**src/rtl/pcie_csr_arb_pkg.sv**
```systemverilog
// pcie_csr_arb_pkg -- shared types and constants for the PCIe CSR arbiter.
//   state_e        : sequencer states (IDLE, ISSUE, WAIT, RESP)
//   NUM_REQ        : number of requesters (0 = host MMIO, 1 = management)
//   PCIE_*         : CSR slave byte offsets, mainly for test stimulus
package pcie_csr_arb_pkg;

  localparam int NUM_REQ = 2;

  typedef enum logic [1:0] {
    IDLE  = 2'd0,
    ISSUE = 2'd1,
    WAIT  = 2'd2,
    RESP  = 2'd3
  } state_e;

  localparam logic [11:0] PCIE_DFH           = 12'h000;
  localparam logic [11:0] PCIE_SCRATCHPAD    = 12'h008;
  localparam logic [11:0] PCIE_STAT          = 12'h010;
  localparam logic [11:0] PCIE_UNUSED_OFFSET = 12'hFF8;

  // 64-bit accesses must be 8-byte aligned
  function automatic logic is_misaligned(input logic [2:0] addr_lsb);
    return addr_lsb != 3'b000;
  endfunction

endpackage

```
**src/rtl/pcie_csr_arb_if.sv**
```systemverilog
// pcie_csr_arb_if -- requester and CSR-slave signals of the arbiter.
//   req_* / rsp_* : per-requester request handshake and completion
//   csr_*         : single-outstanding access port to the CSR slave
//   modport slave : arbiter view;  modport master : requesters + CSR slave view
interface pcie_csr_arb_if #(
  parameter int ADDR_W = 12,
  parameter int DATA_W = 64
);
  import pcie_csr_arb_pkg::*;

  logic [NUM_REQ-1:0]             req_valid;
  logic [NUM_REQ-1:0]             req_ready;
  logic [NUM_REQ-1:0]             req_write;
  logic [NUM_REQ-1:0][ADDR_W-1:0] req_addr;
  logic [NUM_REQ-1:0][DATA_W-1:0] req_wdata;
  logic [NUM_REQ-1:0]             rsp_valid;
  logic [DATA_W-1:0]              rsp_data;
  logic                           rsp_err;
  logic                           csr_req;
  logic                           csr_write;
  logic [ADDR_W-1:0]              csr_addr;
  logic [DATA_W-1:0]              csr_wdata;
  logic                           csr_ack;
  logic [DATA_W-1:0]              csr_rdata;

  modport slave (
    input  req_valid, req_write, req_addr, req_wdata, csr_ack, csr_rdata,
    output req_ready, rsp_valid, rsp_data, rsp_err,
           csr_req, csr_write, csr_addr, csr_wdata
  );

  modport master (
    output req_valid, req_write, req_addr, req_wdata, csr_ack, csr_rdata,
    input  req_ready, rsp_valid, rsp_data, rsp_err,
           csr_req, csr_write, csr_addr, csr_wdata
  );
endinterface

```
**src/rtl/pcie_csr_arb_rr.sv**
```systemverilog
// pcie_csr_arb_rr -- combinational 2-way round-robin picker.
//   req_valid  in  per-requester valid
//   last_grant in  index of the most recently granted requester
//   grant      out one-hot grant
//   grant_vld  out at least one requester valid
module pcie_csr_arb_rr
  import pcie_csr_arb_pkg::*;
(
  input  logic [NUM_REQ-1:0] req_valid,
  input  logic               last_grant,
  output logic [NUM_REQ-1:0] grant,
  output logic               grant_vld
);

  // a lone requester wins outright; on a tie the one not served last wins
  always_comb begin
    grant = req_valid;
    if (&req_valid) grant = last_grant ? 2'b01 : 2'b10;
  end

  assign grant_vld = |req_valid;

endmodule

```
**src/rtl/pcie_csr_arb.sv**
```systemverilog
// pcie_csr_arb -- two-requester round-robin arbiter/sequencer in front of
// the PCIe CSR slave. One outstanding 64-bit access at a time.
//   clk, rst_n : clock, asynchronous active-low reset
//   bus        : pcie_csr_arb_if.slave (request, completion and CSR ports)
// Optional: define PCIE_CSR_ARB_TIMEOUT_EN to turn a WAIT lasting
// TIMEOUT_CYC cycles into an error completion; otherwise WAIT is unbounded.
module pcie_csr_arb
  import pcie_csr_arb_pkg::*;
#(
  parameter int ADDR_W      = 12,
  parameter int DATA_W      = 64,
  parameter int TIMEOUT_CYC = 256
) (
  input  logic            clk,
  input  logic            rst_n,
  pcie_csr_arb_if.slave   bus
);

  localparam logic [1:0] ST_IDLE  = IDLE;
  localparam logic [1:0] ST_ISSUE = ISSUE;
  localparam logic [1:0] ST_WAIT  = WAIT;
  localparam logic [1:0] ST_RESP  = RESP;

  logic [1:0]         state, state_nxt;
  logic               last_grant;
  logic [NUM_REQ-1:0] gnt, gnt_q;
  logic               gnt_vld, gnt_idx;
  logic [ADDR_W-1:0]  sel_addr;
  logic               misaligned, accept, to_hit;
  logic               csr_write_q;
  logic [ADDR_W-1:0]  csr_addr_q;
  logic [DATA_W-1:0]  csr_wdata_q;
  logic [DATA_W-1:0]  rsp_data_q;
  logic               rsp_err_q;

  pcie_csr_arb_rr u_rr (
    .req_valid  (bus.req_valid),
    .last_grant (last_grant),
    .grant      (gnt),
    .grant_vld  (gnt_vld)
  );

  assign gnt_idx    = gnt[1];
  assign sel_addr   = bus.req_addr[gnt_idx];
  assign misaligned = is_misaligned(sel_addr[2:0]);
  assign accept     = (state == ST_IDLE) && gnt_vld;

  assign bus.req_ready = accept ? gnt : '0;
  assign bus.rsp_valid = (state == ST_RESP) ? gnt_q : '0;
  assign bus.rsp_data  = rsp_data_q;
  assign bus.rsp_err   = rsp_err_q;
  assign bus.csr_req   = (state == ST_ISSUE);
  assign bus.csr_write = csr_write_q;
  assign bus.csr_addr  = csr_addr_q;
  assign bus.csr_wdata = csr_wdata_q;

`ifdef PCIE_CSR_ARB_TIMEOUT_EN
  localparam int CNT_W = (TIMEOUT_CYC > 1) ? $clog2(TIMEOUT_CYC) : 1;
  logic [CNT_W-1:0] to_cnt;

  // cleared while in ISSUE so it starts at 0 on the first WAIT cycle
  always_ff @(posedge clk or negedge rst_n) begin
    if (!rst_n)                               to_cnt <= '0;
    else if (state == ST_ISSUE)               to_cnt <= '0;
    else if (state == ST_WAIT && !bus.csr_ack) to_cnt <= to_cnt + CNT_W'(1);
  end

  // an ack on the terminal count still wins
  assign to_hit = (state == ST_WAIT) && !bus.csr_ack &&
                  (to_cnt == CNT_W'(TIMEOUT_CYC - 1));
`else
  logic unused_timeout;
  assign unused_timeout = |TIMEOUT_CYC;
  assign to_hit         = 1'b0;
`endif

  always_comb begin
    state_nxt = state;
    unique case (state)
      ST_IDLE:  if (gnt_vld) state_nxt = misaligned ? ST_RESP : ST_ISSUE;
      ST_ISSUE: state_nxt = ST_WAIT;
      ST_WAIT:  if (bus.csr_ack || to_hit) state_nxt = ST_RESP;
      default:  state_nxt = ST_IDLE;
    endcase
  end

  always_ff @(posedge clk or negedge rst_n) begin
    if (!rst_n) begin
      state       <= ST_IDLE;
      last_grant  <= 1'b1;
      gnt_q       <= '0;
      csr_write_q <= 1'b0;
      csr_addr_q  <= '0;
      csr_wdata_q <= '0;
      rsp_data_q  <= '0;
      rsp_err_q   <= 1'b0;
    end else begin
      state <= state_nxt;
      if (accept) begin
        gnt_q       <= gnt;
        last_grant  <= gnt_idx;
        csr_write_q <= bus.req_write[gnt_idx];
        csr_addr_q  <= sel_addr;
        csr_wdata_q <= bus.req_wdata[gnt_idx];
        // misaligned requests complete straight from here, no slave access
        if (misaligned) begin
          rsp_data_q <= '1;
          rsp_err_q  <= 1'b1;
        end
      end
      if (state == ST_WAIT) begin
        if (bus.csr_ack) begin
          rsp_data_q <= csr_write_q ? '0 : bus.csr_rdata;
          rsp_err_q  <= 1'b0;
        end else if (to_hit) begin
          rsp_data_q <= '1;
          rsp_err_q  <= 1'b1;
        end
      end
    end
  end

endmodule

```
**src/flat_wrapper.sv**
```systemverilog
// flat-port wrapper written by rule: the top's interface ports become plain ports
module pcie_csr_arb_flat import pcie_csr_arb_pkg::*;
#(
  parameter int ADDR_W      = 12,
  parameter int DATA_W      = 64,
  parameter int TIMEOUT_CYC = 256
)
  (clk, rst_n, bus_req_valid, bus_req_write, bus_req_addr, bus_req_wdata, bus_csr_ack, bus_csr_rdata, bus_req_ready, bus_rsp_valid, bus_rsp_data, bus_rsp_err, bus_csr_req, bus_csr_write, bus_csr_addr, bus_csr_wdata);
  pcie_csr_arb_if #(.ADDR_W(ADDR_W), .DATA_W(DATA_W)) bus_i ();
  input  logic clk;
  input  logic rst_n;
  input wire logic [$bits(bus_i.req_valid)-1:0] bus_req_valid;
  input wire logic [$bits(bus_i.req_write)-1:0] bus_req_write;
  input wire logic [$bits(bus_i.req_addr)-1:0] bus_req_addr;
  input wire logic [$bits(bus_i.req_wdata)-1:0] bus_req_wdata;
  input wire logic [$bits(bus_i.csr_ack)-1:0] bus_csr_ack;
  input wire logic [$bits(bus_i.csr_rdata)-1:0] bus_csr_rdata;
  output wire logic [$bits(bus_i.req_ready)-1:0] bus_req_ready;
  output wire logic [$bits(bus_i.rsp_valid)-1:0] bus_rsp_valid;
  output wire logic [$bits(bus_i.rsp_data)-1:0] bus_rsp_data;
  output wire logic [$bits(bus_i.rsp_err)-1:0] bus_rsp_err;
  output wire logic [$bits(bus_i.csr_req)-1:0] bus_csr_req;
  output wire logic [$bits(bus_i.csr_write)-1:0] bus_csr_write;
  output wire logic [$bits(bus_i.csr_addr)-1:0] bus_csr_addr;
  output wire logic [$bits(bus_i.csr_wdata)-1:0] bus_csr_wdata;
  assign bus_i.req_valid = bus_req_valid;
  assign bus_i.req_write = bus_req_write;
  assign bus_i.req_addr = bus_req_addr;
  assign bus_i.req_wdata = bus_req_wdata;
  assign bus_i.csr_ack = bus_csr_ack;
  assign bus_i.csr_rdata = bus_csr_rdata;
  assign bus_req_ready = bus_i.req_ready;
  assign bus_rsp_valid = bus_i.rsp_valid;
  assign bus_rsp_data = bus_i.rsp_data;
  assign bus_rsp_err = bus_i.rsp_err;
  assign bus_csr_req = bus_i.csr_req;
  assign bus_csr_write = bus_i.csr_write;
  assign bus_csr_addr = bus_i.csr_addr;
  assign bus_csr_wdata = bus_i.csr_wdata;
  pcie_csr_arb #(.ADDR_W(ADDR_W), .DATA_W(DATA_W), .TIMEOUT_CYC(TIMEOUT_CYC)) u_core (.clk(clk), .rst_n(rst_n), .bus(bus_i));
endmodule
```
**config.mk**
```make
export PLATFORM = sky130hd
export DESIGN_NAME = pcie_csr_arb_flat
export DESIGN_NICKNAME = d
export VERILOG_FILES = /design/src/rtl/pcie_csr_arb_pkg.sv /design/src/rtl/pcie_csr_arb_if.sv /design/src/rtl/pcie_csr_arb_rr.sv /design/src/rtl/pcie_csr_arb.sv /design/src/flat_wrapper.sv
export SDC_FILE = /design/constraint.sdc
export NUM_CORES = 1
export LEC_CHECK = 0
export CAP_MARGIN = 0
export CORE_AREA = 2 2 152 154
export DETAILED_ROUTE_END_ITERATION = 12
export DIE_AREA = 0 0 154 156
export PLACE_DENSITY_LB_ADDON = 0.2
export SYNTH_ARGS = -nofsm -noshare
export SYNTH_HDL_FRONTEND = slang
export SYNTH_SLANG_ARGS = --single-unit
export TNS_END_PERCENT = 50
```
**constraint.sdc**
```tcl
create_clock -name clk -period 1.65 [get_ports clk]
set_input_delay 0.495 -clock clk [delete_from_list [all_inputs] [get_ports clk]]
set_output_delay 0.495 -clock clk [all_outputs]
set_load 0.02 [all_outputs]
```
# Word-level counts from Yosys, hierarchy flattened
# Cells that the tools add are included.
# W data, S select, Z words.
[totals]
reg_bits = 147
input_bits = 223
out_inout_bits = 147
wordCells = 43
[classes]
magnitude_cmp = 1
n_eq_ne = 5
n_mux = 23
n_reduce_logical = 6
[ops]
columns = ["cell", "count"]
rows = [
  ["$mux W64", 7],
  ["$mux W12", 2],
  ["$mux W2", 7],
  ["$mux W1", 6],
  ["$pmux W2 S3", 1],
  ["$eq A2 B2 Y1 const B", 2],
  ["$reduce_and A2 Y1", 2],
  ["$reduce_bool A3 Y1", 1],
  ["$eq A2 B1 Y1 const B", 1],
  ["$logic_not A2 Y1", 1],
  ["$lt A1 B2 Y1 const B", 1],
  ["$ne A2 B1 Y1 const B", 1],
  ["$ne A2 B2 Y1 const B", 1],
  ["$reduce_or A2 Y1", 1],
  ["$logic_and A1 B1 Y1", 1],
]

# Logic depth before layout (Yosys ltp)
[depth]
ltp_word = 9
ltp_mapped = 8
mapped_depth_nobuf = 6

# Hierarchy
# Synthesis repeated with hierarchy kept, for this count alone.
[unflattened]
cells_unflattened = 661
area_unflattened_um2 = 6762.7
[by_module_without_submodules]
columns = ["mod", "n_inst", "cells_each", "area_per_inst_um2", "seq_area_each_um2"]
rows = [
  ["pcie_csr_arb", 1, 657, 6737.7, 3679.8],
  ["pcie_csr_arb_rr", 1, 4, 25.0, 0.0],
]

# Worst setup path after synthesis
# No wires, ideal clock.
[synth_timing]
path_type = "input-to-output"
start = "input port bus_req_valid[1]"
end = "output port bus_req_ready[1]"
arrival_time_ns = 1.210
required_time_ns = 1.155
setup_slack_ns = -0.055
path_stages = 4
n_path_buf = 2
cell_sequence = "a21boi_1 buf_2 buf_6 and2_1"
[synth_between]
elab_chain_cells = 3
word_cells_on_any_way = 5
cone_classes = "mux (2); reduce/logical (3)"
[synth_rtl]
columns = ["item", "line", "rtl"]
rows = [
  ["start, declared", "flat_wrapper.sv:12", "input wire logic [$bits(bus_i.req_valid)-1:0] bus_req_valid;"],
  ["$reduce_and A2 Y1 or $reduce_or A2 Y1 (tied branches)", "pcie_csr_arb_rr.sv:18, pcie_csr_arb_rr.sv:21", ""],
  ["$mux W2 or $logic_and A1 B1 Y1 (tied branches)", "pcie_csr_arb_rr.sv:18, pcie_csr_arb.sv:46", ""],
  ["$mux W2 (*)", "pcie_csr_arb.sv:48", "assign bus.req_ready = accept ? gnt : '0;"],
  ["end, declared", "flat_wrapper.sv:18", "output wire logic [$bits(bus_i.req_ready)-1:0] bus_req_ready;"],
]
# Every way passes the cells marked *; elsewhere a longest branch is shown, timed or not.

# Worst setup path in the final report
[layout_timing]
start = "register u_core.state[0]"
end = "output port bus_req_ready[0]"
[layout_between]
elab_chain_cells = 3
[layout_rtl]
columns = ["item", "line", "rtl"]
rows = [
  ["start, declared", "pcie_csr_arb.sv:24", "logic [1:0] state, state_nxt;"],
  ["start signal, assigned", "pcie_csr_arb.sv:98", "state <= state_nxt;"],
  ["$logic_not A2 Y1", "pcie_csr_arb.sv:46", "assign accept = (state == ST_IDLE) && gnt_vld;"],
  ["$logic_and A1 B1 Y1", "pcie_csr_arb.sv:46", ""],
  ["$mux W2", "pcie_csr_arb.sv:48", ""],
]
# Every way passes these cells.

==> flow_summary.toml <==
[critical_path]
cp.arrival_ns = 1.43
endpoint_kind = "output port"
critPathKind = "reg -> out"
critPathRequiredTime_ns = 1.15
critPathMaxFanout = 3
startpoint_type = "register"

[logic_synthesis]
synth_edf_count = 0
avgSynthCellArea_sq_um = 10.11
syn_area_sq_um = 6653
synth_nets = 886
yosysWarnings = 0
ys.flop_type = "dfrtp_1"
postSynthCellCount = 658
synth-seq-cells = 147
synth_cell_types = 23
async_flop_share = 1.000
yosysSeqAreaShare = 0.5531

[die]
placementRows = 55
core_sq_um = 22370
die_width_um = 154
die-area_sq_um = 24020
dieHeight_um = 156
ioPinCount = 370
initial_core_util = 0.2975

[drt]
drt_wl_total_mm = 23.22
drt-pass1-iter-count = 4
vias = 6277
vias_per_cell = 4.632
wire_per_inst_um = 17.14
ant_nets = 0
drt_iter0_drc = 250
drc = 0

[timing]
relSlewSlack = 0.5559
final_hold_viol_count = 0
post-route-period-util = 1.168
fmax_mhz = 518.8
finalSetupViolations = 74
setup_slack_ns = -0.2776
drv_slew = 0
skew_ns = 0.01359
rsz0062_at_grt = "true"
worstMarginPinSlew_ns = 0.6662
tns_ns = -4.772
layout_min_cycle_time_ns = 1.928

[grt]
grt_pass1_wl_mm = 33.20
overflow = 0
antenna_found_initial = 0
grt_pass1_vias = 6150
grt_max_degree = 66
grtUsageTotal = 0.1755

[placed_design]
numPortBuffers = 369
place_congestion = 0.7463
place_hpwl_mm = 15.40

[cts]
clk_latency_ns = 0.42
root_buffer = "clkbuf_16"
cts_buffers = 17
clkTransAtPathRegs_ns = 0.06
cts.htree.levels = 4
cts_sinks = 147
clock_path_buffers = 2
cts_tree = "built"

[outcome]
failed_checks = "setup timing"
status = "finished with violations"

[finish]
layout-drive-gt1-share = 0.2009
n_antenna_cell = 0
nets = 1285
fill_cells = 2022
area_growth_pct = 83.17
finalCoreUtilization = 0.5448

[pwr]
ir_drop_uv = 729.4
p_leak_nw = 5.324
powerDensity_nw_per_um2 = 1785

[job]
max_cap_viol_count = 0

[hold_path]
min_path_type = "reg -> reg"
## state kept, by name, indices dropped and copies added (netlist names)
| name | flops |
|---|---|
| u_core.bus.csr_addr | 12 |
| u_core.bus.csr_wdata | 64 |
| u_core.bus.csr_write | 1 |
| u_core.bus.rsp_data | 64 |
| u_core.bus.rsp_err | 1 |
| u_core.gnt_q | 2 |
| u_core.last_grant | 1 |
| u_core.state | 2 |
## layout by cell type, fill, tap and decap left out, types with 2 or more instances in the layout
master and instances:
inv_2 2, o31ai_2 2, buf_4 24, a21oi_1 40, nor3b_2 19, buf_16 2
bufinv_16 2, clkdlybuf4s15_1 82, buf_6 21, inv_6 5, ha_4 4, nand2_1 133
nor3b_4 5, nand2_2 13, o21ai_0 67, dlygate4sd2_1 29, nor2_1 2, clkinv_4 2
clkinvlp_4 3, clkdlybuf4s15_2 3, o21ai_1 10, buf_12 16, clkbuf_16 23, inv_1 2
dfrtp_1 145, clkbuf_2 30, a21oi_2 24, a21oi_4 2, nor3b_1 40, and2_4 3
mux2i_1 77, clkbuf_1 2, clkdlybuf4s50_1 218, a21o_1 3
## per-stage QoR
stage               area [sq um]  std cells  power (mW)  hold slack (ns)  setup slack, ns
floorplan                   6654        658       11.80           0.1994         -0.02786
global route               12190       1355       23.23           0.5009          -0.3303
finish                     12190       1355       21.75           0.4741          -0.2776
CTS                        11420       1330       20.35           0.4788          -0.2727
detailed placement         10880       1294       17.30           0.4304          -0.7742
global placement           10880       1294       17.20           0.4281          -0.7645
## metal layers
layer,track usage,routed length (um),part of all wire
met1,0.2163,9600,0.41
met5,0,0,0
met4,0.05919,428,0.018
met2,0.2859,11280,0.49
met3,0.06361,1915,0.082
## layout make-up
class	count	area, sq um	share of cell area
inverters	4	15.01	0.001232
repair buffers	433	4405	0.3615
clock buffers	20	446.7	0.03666
well taps	285	356.6	0.02926
multi-input cells	454	3137	0.2574
flip-flops and latches	147	3681	0.3021
clock inverters	12	143.9	0.01181
## Yosys cell counts (4+ instances only)
cell type | n | share of area
o21ai_0 | 77 | 0.058
nor3b_1 | 64 | 0.072
buf_4 | 6 | 0.0068
dfrtp_1 | 146 | 0.55
mux2i_1 | 78 | 0.12
a21oi_1 | 66 | 0.050
inv_1 | 4 | 0.0023
nand2_1 | 147 | 0.083
ha_1 | 5 | 0.0094
clkbuf_1 | 30 | 0.017
buf_2 | 13 | 0.0098
## repair_timing
action                                  4_1_cts  5_1_grt
gates cloned                                  0       14
hold endpoints to repair                     26        0
gates resized for setup                     221      234
hold buffers                                  1        0
endpoints found under the setup margin      217      169
pin swaps                                     2       12
buffers inserted                              3       12
## worst paths after layout
check,startpoint,endpoint,slack (ns),cells after the start
worst max register to register,u_core.last_grant,u_core.bus.rsp_data[45],-0.14,9
worst max-delay path,u_core.state[0],bus_req_ready[0],-0.28,5
max in group asynchronous,rst_n,u_core.bus.csr_wdata[22],0.53,3
worst min register to register,u_core.bus.csr_wdata[36],u_core.bus.csr_wdata[36],0.47,2
min in group asynchronous,rst_n,u_core.bus.rsp_data[51],0.56,2
worst min-delay path,u_core.bus.csr_wdata[36],u_core.bus.csr_wdata[36],0.47,2
## logic make-up after synthesis
family / count (synthesis) / share of synthesized area
buffers and inverters: 58 / 0.04194
flip-flops: 147 / 0.5531
AND/OR/NAND/NOR: 219 / 0.1617
adder cells (fa/ha/maj): 5 / 0.009404
AO/OA/AOI/OAI: 151 / 0.1164
multiplexers: 78 / 0.1174
## worst max-delay path: stages, from the launching register on
cell     delay, ns
dfrtp_1       0.40
inv_2         0.09
ha_4          0.16
nand2_1       0.07
a21oi_2       0.15
buf_4         0.16
## where the power goes
group	total, mW	switching [mW]	internal, mW
clock	3.93	1.63	2.30
sequential	6.35	0.959	5.39
combinational	11.5	6.45	5.03
total	21.8	9.03	12.7
Note: power is estimated with default switching activity, not from simulation.
